**src/rtl/svm_pkg.sv**
```systemverilog
// rtl/svm_pkg.sv - shared types, defaults and sizing helper for the serial binary SVM
package svm_pkg;

    localparam int DEF_INPUT_WIDTH  = 4;
    localparam int DEF_WEIGHT_WIDTH = 8;
    localparam int DEF_BIAS_WIDTH   = 12;
    localparam int DEF_N_FEATURES   = 16;

    typedef enum logic [1:0] {
        IDLE = 2'd0,
        ACC  = 2'd1,
        DONE = 2'd2
    } svm_state_t;

    // Accumulator wide enough that bias plus N worst-case products can never overflow
    function automatic int acc_width(input int iw, input int ww, input int bw, input int n);
        int prod_sum;
        prod_sum = iw + ww + $clog2(n) + 1;
        return (prod_sum > bw + 1) ? prod_sum : bw + 1;
    endfunction

endpackage

```
**src/rtl/svm_mac.sv**
```systemverilog
// rtl/svm_mac.sv - combinational signed-weight by unsigned-feature multiply-add
module svm_mac
    import svm_pkg::*;
#(
    parameter int IW = DEF_INPUT_WIDTH,
    parameter int WW = DEF_WEIGHT_WIDTH,
    parameter int AW = acc_width(DEF_INPUT_WIDTH, DEF_WEIGHT_WIDTH, DEF_BIAS_WIDTH, DEF_N_FEATURES)
) (
    input  logic [IW-1:0]        x,
    input  logic signed [WW-1:0] w,
    input  logic signed [AW-1:0] acc_in,
    output logic signed [AW-1:0] acc_out
);

    logic signed [IW:0]      x_ext;
    logic signed [IW+WW:0]   prod;
    logic signed [AW-1:0]    prod_ext;

    // Zero-extend the feature so the multiply stays signed, then sign-extend the product
    always_comb begin
        x_ext    = {1'b0, x};
        prod     = w * x_ext;
        prod_ext = {{(AW-IW-WW-1){prod[IW+WW]}}, prod};
        acc_out  = acc_in + prod_ext;
    end

endmodule

```
**src/rtl/serial_binary_svm.sv**
```systemverilog
// rtl/serial_binary_svm.sv - one-feature-per-cycle binary SVM decision engine
module serial_binary_svm
    import svm_pkg::*;
#(
    parameter int inputWidth  = DEF_INPUT_WIDTH,
    parameter int weightWidth = DEF_WEIGHT_WIDTH,
    parameter int biasWidth   = DEF_BIAS_WIDTH,
    parameter int N_features  = DEF_N_FEATURES
) (
    input  logic                              clk,
    input  logic                              rst,
    input  logic                              start,
    input  logic [inputWidth*N_features-1:0]  inputs,
    input  logic [weightWidth*N_features-1:0] svmweights,
    input  logic [biasWidth-1:0]              svmbias,
    output logic                              busy,
    output logic                              ready,
    output logic                              class_o
);

    localparam int AW   = acc_width(inputWidth, weightWidth, biasWidth, N_features);
    localparam int IDXW = $clog2(N_features);
    localparam logic [IDXW-1:0] LAST_IDX = IDXW'(N_features - 1);

    svm_state_t               state;
    logic signed [AW-1:0]     acc;
    logic signed [AW-1:0]     acc_next;
    logic signed [AW-1:0]     bias_ext;
    logic [IDXW-1:0]          idx;
    logic [inputWidth-1:0]    x_sel;
    logic signed [weightWidth-1:0] w_sel;

    // Feature/weight select driven by the running index; bias sign-extended for reload
    always_comb begin
        x_sel    = inputs[idx*inputWidth +: inputWidth];
        w_sel    = svmweights[idx*weightWidth +: weightWidth];
        bias_ext = {{(AW-biasWidth){svmbias[biasWidth-1]}}, svmbias};
    end

    svm_mac #(
        .IW (inputWidth),
        .WW (weightWidth),
        .AW (AW)
    ) u_mac (
        .x       (x_sel),
        .w       (w_sel),
        .acc_in  (acc),
        .acc_out (acc_next)
    );

    // Control FSM with registered busy/ready/class outputs; decision taken on entry to DONE
    always_ff @(posedge clk) begin
        if (rst) begin
            state   <= IDLE;
            acc     <= '0;
            idx     <= '0;
            busy    <= 1'b0;
            ready   <= 1'b0;
            class_o <= 1'b0;
        end else begin
            ready <= 1'b0;
            case (state)
                IDLE: begin
                    if (start) begin
                        acc   <= bias_ext;
                        idx   <= '0;
                        busy  <= 1'b1;
                        state <= ACC;
                    end
                end
                ACC: begin
                    acc <= acc_next;
                    if (idx == LAST_IDX) begin
                        idx     <= '0;
                        class_o <= ~acc_next[AW-1];
                        ready   <= 1'b1;
                        state   <= DONE;
                    end else begin
                        idx <= idx + IDXW'(1);
                    end
                end
                DONE: begin
                    if (start) begin
                        acc   <= bias_ext;
                        idx   <= '0;
                        state <= ACC;
                    end else begin
                        busy  <= 1'b0;
                        state <= IDLE;
                    end
                end
                default: begin
                    busy  <= 1'b0;
                    state <= IDLE;
                end
            endcase
        end
    end

endmodule
```
**config.mk**
```make
export PLATFORM = sky130hd
export DESIGN_NAME = serial_binary_svm
export DESIGN_NICKNAME = d
export VERILOG_FILES = /design/src/rtl/svm_pkg.sv /design/src/rtl/svm_mac.sv /design/src/rtl/serial_binary_svm.sv
export SDC_FILE = /design/constraint.sdc
export NUM_CORES = 1
export LEC_CHECK = 0
export BUFFER_PORTS_ARGS = -buffer_cell sky130_fd_sc_hd__buf_2
export CAP_MARGIN = 20
export CORE_UTILIZATION = 45
export CTS_CLUSTER_SIZE = 16
export DETAILED_ROUTE_END_ITERATION = 12
export MAX_ROUTING_LAYER = met4
export PLACE_DENSITY = 0.77
export SETUP_SLACK_MARGIN = 0.15
export SLEW_MARGIN = 20
export SYNTH_ARGS = -nofsm -noshare
export SYNTH_HDL_FRONTEND = slang
export SYNTH_SLANG_ARGS = --single-unit
```
**constraint.sdc**
```tcl
create_clock -name clk -period 7.3 [get_ports clk]
set_clock_uncertainty 0.15 [all_clocks]
set_input_delay 0.365 -clock clk [delete_from_list [all_inputs] [get_ports clk]]
set_output_delay 0.365 -clock clk [all_outputs]
set_load 0.1 [all_outputs]
```
==> results_dict.tcl, run 1 <==
set metrics [dict create \
    synth_top_flop_cell "dfxtp_1" \
    hold_depth 3 \
    totalWireLength_um 15820 \
    dr.pass1.iters 4 \
    worstSetupStartpointType "flip-flop" \
    path_max_fanout 53 \
    post_drt_wl_per_cell_um 20.26 \
    drive_above_1_share_pct 44.60 \
    min_to "acc[9]" \
    grt_setup_unrepaired "false" \
    synth_area_mm2 0.004705 \
    syn_inst 457 \
    multi_input_area_mm2 0.003774 \
    die_w_um 104.2 \
    min_period_ns 5.946 \
    reg2reg_depth 15 \
    maxCapViolations 0 \
    p_total_mw 1.610 \
    power.net_switching_mw 0.7986 \
    io_buffers 209 \
    critPathKind "reg -> reg" \
    yosysWarnings 0 \
    clockBufferDepth 2 \
    root_buffer "clkbuf_8" \
    ioPinCount 210 \
    layout_commonest_cell "buf_2" \
    fin_tns_setup_ns 0 \
    gp_congestion 1.020 \
    timing.rr.end "acc[10]" \
    irDropWorstVdd_uv 150.8 \
    final_cell_mix "209 x buf_2, 73 x inv_1, 60 x mux4_2, 36 x fa_1, 35 x ha_1" \
    r2r_start "idx[0]" \
    clkPwrFrac_pct 6.9 \
    via_per_inst 5.652 \
    hp-start "svmbias[9]" \
    p_per_area_mw_per_mm2 273.9 \
    fp-row-count 36 \
    power.leakage_nw 2.839 \
    worst_pin_slew_ns 0.9450 \
    fin_crit_sh_pct 81.45 \
    path_clk_slew_ns 0.10 \
    clkSinkCount 26 \
    finish.utilization_pct 59.05 \
    critPathCaptureType "flip-flop" \
    hold_path.class "in -> reg" \
    p_comb_share_pct 79.6 \
    grt_overflow 0 \
    p_sw_share_pct 49.59 \
    drv_slew 0 \
    synth-seq-area-share_pct 11.06 \
    cts_buffers 3 \
    finalHoldViolations 0 \
    area_delta_synth_final_pct 24.95 \
    coreArea_mm2 0.009955 \
    die_height_um 104.2 \
    ff_latch_area_um2 525.5 \
    cts_hold_buf 0 \
    antenna_found_initial 0 \
    nets 927 \
    syn_nets 735 \
    ys_seq_elements 26 \
    synth_edf_count 0 \
    grt_pass1_wl_um 25070 \
    start_util_pct 47.26 \
    cts_resized 0 \
    syn_area_per_cell_um2 10.29 \
    max_freq_mhz 168.2 \
    setup_violations 0 \
    relSlewSlack_pct 36.91 \
    cts_tree "done" \
    fillers 885 \
    grt_pass1_vias 4736 \
    cts_setup_buffers 0 \
    rrSetupSlack_ns 1.35 \
    ant_nets 0 \
    cp.required_ns 7.36 \
    ys_async_sr_fraction_pct 0 \
    grt_max_degree 54 \
    intPower_mw 0.8116 \
    outcome "finished clean" \
    seqPwrFrac_pct 13.5 \
    h-tree-depth 1 \
    die_area_mm2 0.01087 \
    diodes 0 \
    drc 0 \
    clkLatencyLatePin_ns 0.28 \
    place_hpwl_um 13910 \
    drtIter0Drc 260 \
    arrival_ns 6.00 \
    crit_start "idx[0]" \
    grt.total_usage_pct 31.55 \
    vias 4414 \
    synthDistinctLibCells 47 \
]
==> logic make-up (layout without fill, tap and decap cells) <==
group / after synthesis / in the layout / share of synthesized area, %
AOI/OAI and AO/OA: 75 / 75 / 11.04
DFF: 26 / 26 / 11.06
adders and majority gates: 72 / 72 / 24.84
and+or+nand+nor: 100 / 100 / 10.82
muxes: 72 / 72 / 31.28
buffers and inverters: 100 / 291 / 8.723
xor gates and xnor gates: 12 / 12 / 2.234
==> power by group through the flow <==
| stage | clock, mW | sequential (mW) | combinational (mW) |
|---|---|---|---|
| 2_1_floorplan | 0 | 0.194 | 0.984 |
| 3_3_place_gp | 0 | 0.218 | 1.21 |
| 3_5_place_dp | 0 | 0.219 | 1.26 |
| 4_1_cts | 0.114 | 0.217 | 1.27 |
| 5_1_grt | 0.120 | 0.224 | 1.46 |
| 6_report | 0.111 | 0.217 | 1.28 |
==> cell usage after synthesis, types with 3 or more instances <==
| master | n | area, µm² |
|---|---|---|
| inv_1 | 73 | 274.0 |
| mux4_2 | 60 | 1351 |
| fa_1 | 36 | 720.7 |
| ha_1 | 35 | 437.9 |
| dfxtp_1 | 26 | 520.5 |
| and2_1 | 24 | 150.1 |
| nor2_1 | 23 | 86.33 |
| nand2_1 | 21 | 78.83 |
| a21oi_1 | 19 | 95.09 |
| clkbuf_1 | 15 | 56.30 |
| a211oi_1 | 13 | 97.59 |
| mux2i_1 | 12 | 120.1 |
| xnor2_1 | 9 | 78.83 |
| a21o_1 | 8 | 60.06 |
| nor2b_1 | 8 | 50.05 |
| o21ai_0 | 8 | 40.04 |
| nor3_1 | 7 | 35.03 |
| nand3_1 | 5 | 25.02 |
| o21a_1 | 5 | 37.54 |
| buf_2 | 4 | 20.02 |
| nand2b_1 | 4 | 25.02 |
| and2_4 | 3 | 26.28 |
| buf_6 | 3 | 33.78 |
| inv_2 | 3 | 11.26 |
| o311a_1 | 3 | 30.03 |
| o31ai_1 | 3 | 22.52 |
| xor2_1 | 3 | 26.28 |
==> registers in the layout (all words and copies together) (netlist names) <==
name / count
acc: 17
idx: 4
state: 2
busy: 1
class_o: 1
ready: 1
==> per-layer routing <==
metal | GRT usage [%] | vias up | share of wire (%)
met2 | 51.57 | 210 | 48
met4 | 14.59 | 0 | 5.0
met1 | 39.84 | 2149 | 39
li1 | - | 2021 | -
met3 | 2.882 | 34 | 7.8
met5 | - | - | 0
==> area by class of cell <==
| type | count | area share [%] |
|---|---|---|
| Tap cell | 133 | 2.831 |
| Sequential cell | 26 | 8.940 |
| Inverter | 76 | 4.853 |
| Clock buffer | 4 | 1.128 |
| Timing Repair Buffer | 211 | 18.05 |
| Multi-Input combinational cell | 331 | 64.20 |
==> critical path, cell delays in order, from the launching register on <==
cell and delay (ns):
dfxtp_4 0.97, mux4_2 0.59, mux4_2 0.58, and2_1 0.20, fa_1 0.50, inv_1 0.05, fa_1 0.46, fa_1 0.55
inv_1 0.04, ha_1 0.35, nor2b_1 0.18, o31ai_1 0.37, a21oi_1 0.15, o21a_1 0.21, o311a_1 0.32, nor3_1 0.17
==> worst max-delay path by stage <==
| stage | to | slack, ns | cells past startpoint |
|---|---|---|---|
| after floorplan | acc[13] | 2.10 | 16 |
| after detailed placement | acc[10] | 1.40 | 15 |
| final | acc[10] | 1.35 | 15 |
| after global placement | acc[16] | 1.51 | 15 |
| after global routing | acc[10] | 0.93 | 15 |
| after CTS | acc[10] | 1.36 | 15 |
==> stage by stage <==
| step | cell area (µm²) | hold slack, ns | setup WS [ns] | cells |
|---|---|---|---|---|
| floorplan | 4705 | 0.3116 | 2.096 | 457 |
| global placement | 5812 | 0.3405 | 1.506 | 777 |
| detailed placement | 5812 | 0.3459 | 1.396 | 777 |
| CTS | 5878 | 0.2270 | 1.358 | 781 |
| global route | 5878 | 0.2538 | 0.9255 | 781 |
| finish | 5878 | 0.2284 | 1.354 | 781 |
Power figures use the tool's default switching activity.
==> run 2: changes to the inputs <==
==> constraint.sdc (replaced) <==
create_clock -name clk -period 5.6 [get_ports clk]
set_clock_uncertainty 0.15 [all_clocks]
set_input_delay 0.28 -clock clk [delete_from_list [all_inputs] [get_ports clk]]
set_output_delay 0.28 -clock clk [all_outputs]
set_load 0.1 [all_outputs]
==> run 2 against run 1 <==
Net effect:
- wire length up 3.4%
- via count increased by 1.5%
- die area stayed put
- global-route usage rose by 0.064 points
- sequential power increased by 24%
- critical endpoint is now acc[16]
==> results_dict.tcl, run 2 (synthesis gave the netlist of run 1 again) <==
set metrics [dict create \
    outcome "finished clean" \
    cts_tree "done" \
    layout_commonest_cell "buf_2" \
    cp.required_ns 5.63 \
    ant_nets 0 \
    clkSinkCount 26 \
    cts_buffers 3 \
    clkLatencyLatePin_ns 0.29 \
    totalWireLength_um 16360 \
    largest_reg_flops 17 \
    coreArea_mm2 0.009955 \
    final_cell_mix "209 x buf_2, 73 x inv_1, 60 x mux4_2, 36 x fa_1, 33 x ha_1" \
    power.net_switching_mw 1.086 \
    die_w_um 104.2 \
    grt.total_usage_pct 31.61 \
    hold_slack_ns 0.1507 \
    area_delta_synth_final_pct 29.89 \
    start_util_pct 47.26 \
    max_freq_mhz 189.0 \
    maxCapViolations 0 \
    setup_violations 0 \
    fp-row-count 36 \
    critPathSlowestCell "fa_1" \
    critPathCaptureType "flip-flop" \
    finalHoldViolations 0 \
    largestRegisters "acc x17, idx x4, state x2" \
    fin_crit_sh_pct 94.47 \
    cp_slowest_stage_delay_ns 0.57 \
    path_max_fanout 10 \
    clockBufferDepth 2 \
    grt_overflow 0 \
    drtIter0Drc 241 \
    io_buffers 209 \
    relSlewSlack_pct 38.83 \
    ioPinCount 210 \
    h-tree-depth 1 \
    intPower_mw 1.087 \
    grt_setup_unrepaired "false" \
    fin_tns_setup_ns 0 \
    reg2reg_depth 16 \
    diodes 0 \
    multi_input_area_mm2 0.003824 \
    vias 4481 \
    grt_pass1_vias 4757 \
    hold_path.class "in -> reg" \
    drc 0 \
    place_hpwl_um 14250 \
    hold_depth 3 \
    drive_above_1_share_pct 47.07 \
    nets 944 \
    die_height_um 104.2 \
    fin_ws_ns 0.3098 \
    fillers 850 \
    p_per_area_mw_per_mm2 355.5 \
    post_drt_wl_per_cell_um 20.50 \
    power.leakage_nw 2.934 \
    crit_family "adder cells" \
    arrival_ns 5.32 \
    p_sw_share_pct 49.96 \
    cp_num_buf_inv 3 \
    grt_pass1_wl_um 25250 \
    ff_latch_area_um2 525.5 \
    min_period_ns 5.290 \
    critPathKind "reg -> reg" \
    p_comb_share_pct 81.9 \
    place_ws_ns 0.2145 \
    path_common_cell "fa_1" \
    root_buffer "clkbuf_8" \
    crit_cells 16 \
    crit_chain "buf_12 -> mux4_2 -> mux4_2 -> buf_4 -> and2_1 -> fa_1 -> ha_1 -> fa_1 -> inv_1 -> fa_1 -> nor2b_2 -> o31ai_2 -> a31o_2 -> a21oi_2 -> xnor2_1 -> o221a_2" \
    via_per_inst 5.615 \
    irDropWorstVdd_uv 187.3 \
    path_clk_slew_ns 0.11 \
    worstSetupStartpointType "flip-flop" \
    die_area_mm2 0.01087 \
    clkPwrFrac_pct 5.7 \
    cts_hold_buf 0 \
    regMostFlops "acc" \
    seqPwrFrac_pct 12.4 \
    grt_max_degree 26 \
    antenna_found_initial 0 \
    dr.pass1.iters 5 \
    p_total_mw 2.173 \
    worst_pin_slew_ns 0.9164 \
    drv_slew 0 \
    gp_congestion 0.9880 \
]
## run 2: cell types whose count changed in the layout (fill, tap and decap cells not counted), sizes merged
cell	before	now
clkbuf	4	6
buf	211	226
## run 2: stage by stage
step	util [%]	cell area (µm²)	std cells
finish	61.39	6111	798
detailed placement	59.29	5902	784
CTS	59.74	5947	788
floorplan	-	4705	457
global route	61.39	6111	798
global placement	59.29	5902	784
## run 2: metal layers
layer  share of wire [%]  track usage, %
met3                 6.5           3.509
met2                  48           50.76
met5                   0               -
met4                 5.3           16.94
met1                  40           39.39
## run 2: what timing repair did
| item | 4_1_cts | 5_1_grt |
|---|---|---|
| setup endpoints to repair | 0 | 10 |
| gates resized for setup | 0 | 10 |
| setup buffers | 0 | 8 |
## run 2: cell type report
cell class              instances  share of cell area, %
flip-flops and latches         26                  8.600
repair buffers                228                  20.70
inverters                      76                  4.668
well taps                     133                  2.723
multi-input cells             331                  62.57
clock buffers                   4                 0.7371
## run 2: power by group through the flow
| stage | Sequential, mW | Combinational, mW | Clock (mW) |
|---|---|---|---|
| 4_1_cts | 0.267 | 1.67 | 0.125 |
| 3_3_place_gp | 0.268 | 1.60 | 0 |
| 3_5_place_dp | 0.271 | 1.66 | 0 |
| 2_1_floorplan | 0.253 | 1.28 | 0 |
| 6_report | 0.269 | 1.78 | 0.124 |
| 5_1_grt | 0.277 | 1.99 | 0.130 |
## run 2: worst min-delay path, cell delays in order
cell and delay (ns):
buf_2 0.08, a211oi_1 0.06, nor3_1 0.12
## run 2: worst paths after layout
path | endpoint | slack, ns | startpoint
setup / recovery | acc[16] | 0.31 | idx[0]
hold / removal | acc[9] | 0.15 | svmbias[9]
setup reg to reg | acc[16] | 0.31 | idx[0]
hold reg to reg | acc[2] | 0.36 | acc[2]
